--- src/rtl/coin_acceptor.sv ---
// Coin acceptor front end: per-channel sync + debounce, A/B/AB classification, coin FIFO.
// Define COIN_TALLY_EN to build the saturating accepted-coin tally counters.
module coin_acceptor #(
   parameter int DEBOUNCE_CYCLES = 4,
   parameter int FIFO_DEPTH      = 4
) (
   input  logic                          clk,
   input  logic                          rst,
   input  logic                          sensor_a,
   input  logic                          sensor_b,
   input  logic                          accept_en,
   input  logic                          coin_ready,
   input  logic                          clr_ovf,
   output logic                          coin_valid,
   output logic [1:0]                    coin_code,
   output logic                          reject,
   output logic                          overflow,
   output logic [$clog2(FIFO_DEPTH):0]   fill_level,
   output logic [7:0]                    tally_a,
   output logic [7:0]                    tally_b
);
   localparam int AW = $clog2(FIFO_DEPTH);
   localparam logic [7:0] CNT_LAST = 8'(DEBOUNCE_CYCLES - 1);

   typedef enum logic [1:0] {IDLE, RISE, HIGH, FALL} deb_state_t;

   logic [1:0] sensor_raw;
   logic [1:0] det;

   assign sensor_raw = {sensor_b, sensor_a};

   genvar gi;
   generate
      for (gi = 0; gi < 2; gi++) begin : g_chan
         deb_state_t state_reg, state_next;
         logic [7:0] cnt_reg, cnt_next;
         logic       meta_reg, sync_reg, det_reg, det_next;

         always_ff @(posedge clk or posedge rst) begin
            if (rst) begin
               meta_reg  <= 1'b0;
               sync_reg  <= 1'b0;
               state_reg <= IDLE;
               cnt_reg   <= 8'd0;
               det_reg   <= 1'b0;
            end else begin
               meta_reg  <= sensor_raw[gi];
               sync_reg  <= meta_reg;
               state_reg <= state_next;
               cnt_reg   <= cnt_next;
               det_reg   <= det_next;
            end
         end

         always_comb begin
            state_next = state_reg;
            cnt_next   = cnt_reg;
            det_next   = 1'b0;
            case (state_reg)
               IDLE: if (sync_reg) begin
                  state_next = RISE;
                  cnt_next   = 8'd1;
               end
               RISE: if (!sync_reg) begin
                  state_next = IDLE;
               end else if (cnt_reg == CNT_LAST) begin
                  state_next = HIGH;
                  det_next   = 1'b1;
               end else begin
                  cnt_next = cnt_reg + 8'd1;
               end
               HIGH: if (!sync_reg) begin
                  state_next = FALL;
                  cnt_next   = 8'd1;
               end
               // Returning to HIGH on a release bounce never raises a new detection.
               FALL: if (sync_reg) begin
                  state_next = HIGH;
               end else if (cnt_reg == CNT_LAST) begin
                  state_next = IDLE;
               end else begin
                  cnt_next = cnt_reg + 8'd1;
               end
               default: state_next = IDLE;
            endcase
         end

         assign det[gi] = det_reg;
      end
   endgenerate

   logic [AW:0] wr_ptr_reg, rd_ptr_reg;
   logic [1:0]  mem [FIFO_DEPTH];
   logic        reject_reg, overflow_reg;
   logic        event_det, full, pop, push, drop, ovf_set;

   assign event_det = |det;
   assign full      = (wr_ptr_reg[AW] != rd_ptr_reg[AW]) &&
                      (wr_ptr_reg[AW-1:0] == rd_ptr_reg[AW-1:0]);
   assign coin_valid = (wr_ptr_reg != rd_ptr_reg);
   assign pop       = coin_valid && coin_ready;
   // A pop on the same edge frees the slot, so a full FIFO can still take the push.
   assign push      = event_det && accept_en && (!full || pop);
   assign drop      = event_det && !push;
   assign ovf_set   = event_det && accept_en && full && !pop;

   always_ff @(posedge clk or posedge rst) begin
      if (rst) begin
         wr_ptr_reg   <= '0;
         rd_ptr_reg   <= '0;
         reject_reg   <= 1'b0;
         overflow_reg <= 1'b0;
      end else begin
         if (push) wr_ptr_reg <= wr_ptr_reg + 1'b1;
         if (pop)  rd_ptr_reg <= rd_ptr_reg + 1'b1;
         reject_reg <= drop;
         if (ovf_set)
            overflow_reg <= 1'b1;
         else if (clr_ovf)
            overflow_reg <= 1'b0;
      end
   end

   always_ff @(posedge clk) begin
      if (push) mem[wr_ptr_reg[AW-1:0]] <= det;
   end

   assign coin_code  = coin_valid ? mem[rd_ptr_reg[AW-1:0]] : 2'b00;
   assign fill_level = wr_ptr_reg - rd_ptr_reg;
   assign reject     = reject_reg;
   assign overflow   = overflow_reg;

`ifdef COIN_TALLY_EN
   logic [7:0] tally_a_reg, tally_b_reg;

   always_ff @(posedge clk or posedge rst) begin
      if (rst) begin
         tally_a_reg <= 8'd0;
         tally_b_reg <= 8'd0;
      end else begin
         if (push && det[0] && (tally_a_reg != 8'hFF)) tally_a_reg <= tally_a_reg + 8'd1;
         if (push && det[1] && (tally_b_reg != 8'hFF)) tally_b_reg <= tally_b_reg + 8'd1;
      end
   end

   assign tally_a = tally_a_reg;
   assign tally_b = tally_b_reg;
`else
   assign tally_a = 8'd0;
   assign tally_b = 8'd0;
`endif
endmodule
--- config.mk ---
export PLATFORM = sky130hd
export DESIGN_NAME = coin_acceptor
export DESIGN_NICKNAME = d
export VERILOG_FILES = /design/src/rtl/coin_acceptor.sv
export SDC_FILE = /design/constraint.sdc
export NUM_CORES = 1
export LEC_CHECK = 0
export CAP_MARGIN = 5
export CORE_UTILIZATION = 50
export CTS_CLUSTER_SIZE = 20
export DETAILED_ROUTE_END_ITERATION = 7
export PLACE_DENSITY = 0.78
export SYNTH_ARGS = -nofsm -noshare
export SYNTH_HDL_FRONTEND = slang
export SYNTH_SLANG_ARGS = --single-unit
--- constraint.sdc ---
create_clock -name clk -period 2.14 [get_ports clk]
set_input_delay 0.535 -clock clk [delete_from_list [all_inputs] [get_ports clk]]
set_output_delay 0.535 -clock clk [all_outputs]
set_load 0.05 [all_outputs]
==> flow_summary.toml, run 1 <==
[global_route]
overflow = 0
met2_usage_pct = 30.5
grt_pass1_vias = 1341
grt_max_degree = 35
use_met3_pct = 6.59
met1_usage_pct = 21.7
busiest_layer = "met2"
grt_pass1_wl_um = 5890
grt_use_total_pct = 18.3
antenna_found_initial = 0

[die]
die_w_um = 67.3
core_area_um2 = 4060
die_y_um = 67.3
initial_core_util_pct = 52.6
rows = 23
ios = 31
dieArea_um2 = 4530

[synthesis]
syn_inst = 191
synth_top_area_share_pct = 39.9
synth_area_um2 = 2130
yosysWarnings = 0
synth.distinct_cells = 42
synth_top_flop_cell = "dfrtp_1"
synth.avg_cell_area_um2 = 11.2
synth.yosys.seq_area_share_pct = 51.1
synth.area.top_cells = "dfrtp_1 (40%), edfxtp_1 (11%), buf_4 (5.6%)"
synth_area_leader_cell = "dfrtp_1"
synth_seq_cells = 42
synth-async-reset-ratio_pct = 81.0
synth-edff-count = 8

[run]
drv_cap = 0

[placement]
io_buffers = 14
dp_hpwl_um = 2480
gp_congestion = 0.777
pre_cts_ws_ns = 0.122
dp.cells = 256

[setup_path]
path_class = "reg -> out"
critical_path_buf_inv_count = 2
worstPathArrival_ns = 1.63
crit_chain = "ha_2 > fa_2 > inv_2 > buf_12"
slowest_stage = "fa_2"
start_kind = "register"
crit_path_max_fanout = 5
cpLargestDelayFamily = "adder cells"
crit_required_ns = 1.60
slowest_delay_ns = 0.53
cp-end-kind = "output port"

[clock_network]
htree_levels = 2
postCtsHoldBufs = 0
clk_pin_slew_ns = 0.08
cts_tree = "built"
cts_root_buf = "clkbuf_8"
cts_buffers = 5
cts.sinks = 42
cts_buffer_depth = 2
insertion_delay_ns = 0.30

[layout]
nNetsFinal = 236
fin_cells = 270
final_util_pct = 61.9
n_fill_cell = 342
syn_to_final_growth_pct = 17.8
largest_reg_flops = 16
num_antenna_cells = 0
drive_gt1_share_pct = 18.2

[status]
status = "finished with violations"
violations = "negative setup slack"

[pwr]
power_leakage_nw = 1.10
ir_drop_uv = 993
cellPowerDensity_nw_per_um2 = 1580

[timing]
rsz0062_at_grt = "yes"
finalHoldViolCount = 0
drv_slew = 0
max_freq_ghz = 0.461
period_needed_ns = 2.17
skew_ns = 0.00688
final.period_utilization_pct = 101
setup_viol = 3
layout_setup_ws_ns = -0.0286
whs_ns = 0.361
slew_headroom_pct = 58.3
tightest_slew_ns = 0.621

[routing]
wire_per_inst_um = 13.0
vias_per_cell = 5.15
antenna_left = 0
vias = 1391
first_iter_violations = 43
routed_wl_um = 3510
drc_errors = 0
firstDrtPassIters = 4

[min_path]
hold_path_class = "reg -> reg"
-- cell type report --
| cell class | instances | area, µm² | area share [%] |
|---|---|---|---|
| inverters | 11 | 41.3 | 1.64 |
| clock buffers | 6 | 72.6 | 2.89 |
| clock inverters | 2 | 8.76 | 0.348 |
| multi-input cells | 136 | 963 | 38.3 |
| flip-flops and latches | 42 | 1090 | 43.5 |
| repair buffers | 23 | 272 | 10.8 |
| well taps | 50 | 62.6 | 2.49 |
-- cells by family (layout without fill, tap and decap cells) --
| logic type | after synthesis | after routing | synth area share [%] |
|---|---|---|---|
| xor+xnor | 12 | 12 | 4.93 |
| compound gates | 30 | 30 | 9.74 |
| mux | 9 | 9 | 5.75 |
| other cells | 1 | 16 | 0.176 |
| buf+inv | 28 | 42 | 7.74 |
| flops | 42 | 42 | 51.1 |
| fa+ha+maj | 10 | 10 | 6.22 |
| simple gates | 59 | 59 | 14.3 |
-- what timing repair did --
item                                    4_1_cts  5_1_grt
gates resized for setup                       8        2
endpoints found under the hold margin         0        0
setup buffers                                 5        1
endpoints found under the setup margin        4        4
pin swaps                                     1        1
-- through the flow --
| stage | setup TNS, ns | area, µm² | power (mW) |
|---|---|---|---|
| floorplan | 0 | 2200 | 2.53 |
| global placement | 0 | 2360 | 3.29 |
| detailed placement | 0 | 2360 | 3.34 |
| CTS | -0.0720 | 2490 | 3.95 |
| global route | -0.275 | 2510 | 4.22 |
| finish | -0.0549 | 2510 | 3.97 |
-- Yosys cell counts (2+ instances only) --
cell type	n
and2_1	6
a21oi_1	7
nand2_1	16
xnor2_1	9
mux4_2	2
dfrtp_1	34
a31oi_1	2
nor2_1	11
xor2_1	3
nand3_1	8
mux2i_1	4
ha_1	9
o21ai_1	2
o21ai_0	5
a22o_1	6
nor3_1	4
edfxtp_1	8
mux2_2	2
buf_4	16
inv_1	11
nor3b_1	2
and3_1	2
nand2b_1	3
-- cells in the final DEF, fill, tap and decap left out, types with 2 or more instances in the layout --
| master | instances |
|---|---|
| dfrtp_1 | 32 |
| nand2_1 | 16 |
| conb_1 | 16 |
| nor2_1 | 11 |
| inv_1 | 9 |
| xnor2_1 | 8 |
| ha_1 | 8 |
| clkdlybuf4s50_1 | 8 |
| edfxtp_1 | 8 |
| buf_4 | 8 |
| a21oi_1 | 7 |
| nand3_1 | 7 |
| a22o_1 | 6 |
| buf_12 | 6 |
| o21ai_0 | 5 |
| clkbuf_8 | 5 |
| nor3_1 | 4 |
| and2_1 | 4 |
| mux2i_1 | 4 |
| xor2_1 | 3 |
| nand2b_1 | 3 |
| and3_1 | 2 |
| mux2_2 | 2 |
| a31oi_1 | 2 |
| inv_2 | 2 |
| mux4_2 | 2 |
| and2_4 | 2 |
| nor3b_1 | 2 |
| o21ai_1 | 2 |
| dfrtp_2 | 2 |
-- metal layers --
metal | up-vias | part of all wire (%)
met3 | 6 | 4.0
li1 | 693 | -
met4 | 0 | 1.6
met1 | 662 | 46
met5 | - | 0
met2 | 30 | 48
-- final timing paths --
path	from	to	slack (ns)	depth (start not counted)
hold / removal	g_chan[1].meta_reg$_DFF_PP0_	g_chan[1].sync_reg$_DFF_PP0_	0.36	0
hold reg to reg	g_chan[1].meta_reg$_DFF_PP0_	g_chan[1].sync_reg$_DFF_PP0_	0.36	0
setup / recovery	rd_ptr_reg[0]$_DFFE_PP0P_	fill_level[1]	-0.03	4
setup reg to reg	rd_ptr_reg[2]$_DFFE_PP0P_	mem[3][1]$_DFFE_PP_	0.35	4
min in group asynchronous	rst	g_chan[0].cnt_reg[2]$_DFFE_PP0P_	0.62	3
max in group asynchronous	rst	rd_ptr_reg[1]$_DFFE_PP0P_	1.19	3
-- power breakdown --
group	switching (mW)	internal (mW)
logic	1.22	1.08
registers	0.195	0.992
clock network	0.259	0.224
total	1.67	2.30
No activity file was read; power rests on OpenSTA's default activity.
==> run 2: changes to the inputs <==
--- a/config.mk
+++ b/config.mk
@@ -6,6 +6,7 @@
 export NUM_CORES = 1
 export LEC_CHECK = 0
 export CAP_MARGIN = 5
+export CORE_MARGIN = 8
 export CORE_UTILIZATION = 50
 export CTS_CLUSTER_SIZE = 20
 export DETAILED_ROUTE_END_ITERATION = 7
==> flow_summary.toml, run 2 (synthesis results as in run 1) <==
[routing]
drc_errors = 0
wire_per_inst_um = 13.4
antenna_left = 0
vias_per_cell = 5.09
routed_wl_um = 3590
firstDrtPassIters = 4
first_iter_violations = 45
vias = 1360

[timing]
period_needed_ns = 2.17
skew_ns = 0.00644
layout_setup_ws_ns = -0.0335
tightest_slew_ns = 0.588
rsz0062_at_grt = "yes"
finalHoldViolCount = 0
drv_slew = 0
max_freq_ghz = 0.460
setup_viol = 2
slew_headroom_pct = 60.5
final.period_utilization_pct = 102

[global_route]
grt_use_total_pct = 11.7
grt_max_degree = 35
overflow = 0
grt_pass1_wl_um = 5890
grt_pass1_vias = 1288
antenna_found_initial = 0

[layout]
syn_to_final_growth_pct = 17.1
num_antenna_cells = 0
n_fill_cell = 337
final_util_pct = 61.5
largest_reg_flops = 16
layout_common_cells = "dfrtp_1 (32), nand2_1 (16), conb_1 (16)"
nNetsFinal = 233
fin_cells = 267
finish.instance_area_um2 = 2500
final_common_cell = "dfrtp_1"
drive_gt1_share_pct = 17.1

[setup_path]
critical_path_buf_inv_count = 1
cpLargestDelayFamily = "adder cells"
cp-end-kind = "output port"
slowest_stage = "dfrtp_2"
worstPathArrival_ns = 1.64
slowest_delay_ns = 0.46
crit_required_ns = 1.60
crit_chain = "ha_4 > fa_2 > xnor2_2 > buf_12"
crit_path_max_fanout = 4
path_class = "reg -> out"
start_kind = "register"

[clock_network]
cts_buffer_depth = 2
postCtsHoldBufs = 0
cts_buffers = 5
cts.sinks = 42
insertion_delay_ns = 0.29
cts_root_buf = "clkbuf_8"
htree_levels = 2
cts_tree = "built"
clk_pin_slew_ns = 0.08

[pwr]
cellPowerDensity_nw_per_um2 = 1580
ir_drop_uv = 1120
power_leakage_nw = 1.08

[status]
status = "finished with violations"
violations = "negative setup slack"

[placement]
dp_hpwl_um = 2650
gp_congestion = 0.820
post_dp_cell_area_um2 = 2360
dp.cells = 256
io_buffers = 14

[run]
drv_cap = 0

[die]
dieArea_um2 = 6610
initial_core_util_pct = 52.6
rows = 23
die_y_um = 81.3
ios = 31
die_w_um = 81.3
core_area_um2 = 4060

[min_path]
hold_path_class = "reg -> reg"
-- run 2: changes by cell type in the layout (fill, tap and decap cells not counted) --
cell | before | now
buf_4 | 8 | 6
buf_6 | 1 | 0
ha_2 | 1 | 0
ha_4 | 0 | 1
-- run 2: final cells by class --
type | count | area [µm²] | area share (%)
well taps | 50 | 62.6 | 2.51
flip-flops and latches | 42 | 1090 | 43.8
repair buffers | 20 | 245 | 9.82
inverters | 11 | 41.3 | 1.65
multi-input cells | 136 | 973 | 39.0
clock inverters | 2 | 8.76 | 0.351
clock buffers | 6 | 72.6 | 2.91
-- run 2: metrics by stage --
step	hold WS (ns)	setup TNS (ns)	power, mW	setup slack, ns
3_3_place_gp	0.331	0	3.30	0.163
5_1_grt	0.360	-0.195	4.18	-0.0831
6_report	0.351	-0.0638	3.95	-0.0335
4_1_cts	0.352	-0.0787	3.91	-0.0412
3_5_place_dp	0.335	0	3.35	0.110
2_1_floorplan	0.331	0	2.53	0.0191
-- run 2: repair_timing --
item / 4_1_cts / 5_1_grt
pin swaps: 2 / 0
setup endpoints to repair: 4 / 4
setup buffers: 2 / 1
gates resized for setup: 7 / 3
-- run 2: worst reg2reg max path, cell delays in order (launching register included) --
cell	delay (ns)
dfrtp_2	0.43
inv_1	0.06
ha_1	0.33
nand2_1	0.09
o31a_1	0.35
and2_1	0.24
xor2_1	0.16
-- run 2: worst paths after layout --
check | from | to | slack, ns | cells after the start
worst max-delay path | rd_ptr_reg[0]$_DFFE_PP0P_ | fill_level[2] | -0.03 | 4
worst min-delay path | g_chan[1].meta_reg$_DFF_PP0_ | g_chan[1].sync_reg$_DFF_PP0_ | 0.35 | 0
worst max register to register | rd_ptr_reg[1]$_DFFE_PP0P_ | wr_ptr_reg[2]$_DFFE_PP0P_ | 0.36 | 6
worst min register to register | g_chan[1].meta_reg$_DFF_PP0_ | g_chan[1].sync_reg$_DFF_PP0_ | 0.35 | 0
max in group asynchronous | rst | rd_ptr_reg[1]$_DFFE_PP0P_ | 1.19 | 3
min in group asynchronous | rst | g_chan[0].cnt_reg[1]$_DFFE_PP0P_ | 0.63 | 3
-- run 2: where the power goes --
| group | total (mW) | internal (mW) | switching [mW] |
|---|---|---|---|
| sequential | 1.21 | 0.992 | 0.217 |
| combinational | 2.26 | 1.06 | 1.20 |
| clock | 0.476 | 0.224 | 0.252 |
-- run 2: layer usage --
metal  track usage (%)  part of all wire [%]  wire (µm)  vias to the layer above
met2              18.0                    48       1710                       26
li1                  -                     -          -                      682
met4              5.36                   1.8         63                        0
met5                 0                     0          0                        -
met1              14.4                    44       1580                      646
met3              4.19                   6.7        241                        6
==> run 3: changes to the inputs <==
--- a/config.mk
+++ b/config.mk
@@ -10,7 +10,7 @@
 export CORE_UTILIZATION = 50
 export CTS_CLUSTER_SIZE = 20
 export DETAILED_ROUTE_END_ITERATION = 7
-export PLACE_DENSITY = 0.78
+export PLACE_DENSITY = 0.82
 export SYNTH_ARGS = -nofsm -noshare
 export SYNTH_HDL_FRONTEND = slang
 export SYNTH_SLANG_ARGS = --single-unit
==> flow_summary.toml, run 3 (synthesis results as in run 1) <==
[status]
status = "finished, final reports clean"

[layout]
largest_reg_flops = 16
final_util_pct = 61.7
nNetsFinal = 236
layout_common_cells = "dfrtp_1 (33), nand2_1 (16), conb_1 (16)"
drive_gt1_share_pct = 18.2
syn_to_final_growth_pct = 17.4
num_antenna_cells = 0
final_common_cell = "dfrtp_1"
n_fill_cell = 320

[global_route]
use_met3_pct = 2.76
grt_pass1_vias = 1328
overflow = 0
grt_pass1_wl_um = 5840
antenna_found_initial = 0
busiest_layer = "met2"
met1_usage_pct = 13.6
grt_max_degree = 35
met2_usage_pct = 18.5
grt_use_total_pct = 11.5

[clock_network]
cts_buffers = 5
insertion_delay_ns = 0.29
cts_buffer_depth = 2
htree_levels = 2
clk_pin_slew_ns = 0.08
cts_tree = "built"
cts.sinks = 42
cts_root_buf = "clkbuf_8"

[timing]
skew_ns = 0.00818
layout_setup_ws_ns = 0.000933
rsz0062_at_grt = "yes"
slew_headroom_pct = 57.1
final.period_utilization_pct = 100
period_needed_ns = 2.14
whs_ns = 0.350
setup_viol = 0
tightest_slew_ns = 0.639
finalHoldViolCount = 0
drv_slew = 0
max_freq_ghz = 0.467

[pwr]
ir_drop_uv = 842
cellPowerDensity_nw_per_um2 = 1580
power_leakage_nw = 1.10

[min_path]
hold_path_class = "reg -> reg"
worstHoldStart = "g_chan[1].meta_reg$_DFF_PP0_"

[routing]
first_iter_violations = 80
routed_wl_um = 3620
wire_per_inst_um = 13.4
drc_errors = 0
vias = 1403
firstDrtPassIters = 5
antenna_left = 0
vias_per_cell = 5.20

[die]
die_y_um = 81.3
dieArea_um2 = 6610
initial_core_util_pct = 52.6
ios = 31
die_w_um = 81.3
rows = 23
core_area_um2 = 4060

[setup_path]
cp-end-kind = "output port"
rr_worst_depth = 4
endpoint = "fill_level[1]"
r2r_setup_slack_ns = 0.39
crit_required_ns = 1.60
crit_path_max_fanout = 3
worstPathArrival_ns = 1.60
slowest_stage = "fa_2"
cp-startpoint = "rd_ptr_reg[0]$_DFFE_PP0P_"
slowest_delay_ns = 0.53
crit_chain = "ha_2 > fa_2 > inv_2 > buf_12"
start_kind = "register"
timing.rr.start = "g_chan[1].cnt_reg[5]$_DFFE_PP0P_"
path_class = "reg -> out"

[run]
drv_cap = 0

[placement]
dp_hpwl_um = 2690
pre_cts_ws_ns = 0.0716
io_buffers = 14
gp_congestion = 0.843
run 3: cell types whose count changed in the layout (fill, tap and decap cells not counted), sizes merged:
cell / before / now
buf: 12 / 15
run 3: worst min-delay path by stage:
stage,endpoint,depth (start not counted)
2_1_floorplan,g_chan[0].sync_reg$_DFF_PP0_,0
3_3_place_gp,g_chan[0].sync_reg$_DFF_PP0_,0
3_5_place_dp,g_chan[1].sync_reg$_DFF_PP0_,0
4_1_cts,g_chan[1].sync_reg$_DFF_PP0_,0
5_1_grt,g_chan[0].sync_reg$_DFF_PP0_,0
6_report,g_chan[1].sync_reg$_DFF_PP0_,0
run 3: stage by stage:
stage | setup TNS [ns] | instances | cell area [µm²] | power (mW)
after floorplan | 0 | 206 | 2200 | 2.53
after global placement | 0 | 257 | 2370 | 3.31
after detailed placement | 0 | 257 | 2370 | 3.37
after CTS | -0.0456 | 269 | 2500 | 3.97
after global routing | -0.103 | 270 | 2500 | 4.17
final | 0 | 270 | 2500 | 3.95
run 3: power breakdown:
part	total (mW)	switching, mW	internal [mW]
clock	0.473	0.249	0.224
combinational	2.29	1.22	1.07
sequential	1.18	0.192	0.990
total	3.95	1.66	2.29
run 3: timing repair:
| action | 4_1_cts | 5_1_grt |
|---|---|---|
| resized for setup | 8 | 1 |
| hold buffers | 0 | 0 |
| endpoints found under the setup margin | 4 | 4 |
| endpoints found under the hold margin | 0 | 0 |
| buffers inserted | 4 | 1 |
| pin swaps | 2 | 1 |
run 3: layer usage:
| metal | wire (µm) | vias to the layer above |
|---|---|---|
| li1 | - | 692 |
| met4 | 39 | 0 |
| met3 | 189 | 4 |
| met2 | 1770 | 34 |
| met5 | 0 | - |
| met1 | 1630 | 673 |
run 3: critical path: cells and delay by family, from the launching register on:
| family | cells | cell delay [ns] |
|---|---|---|
| buf+inv | 2 | 0.18 |
| flops | 1 | 0.41 |
| fa+ha+maj | 2 | 0.72 |
run 3: final cells by class:
type                    instances  area, µm²  share of cell area [%]
clock buffers                   6       72.6                    2.90
inverters                      11       41.3                    1.65
clock inverters                 2       8.76                   0.350
repair buffers                 23        272                    10.8
multi-input cells             136        956                    38.2
well taps                      50       62.6                    2.50
flip-flops and latches         42       1090                    43.6
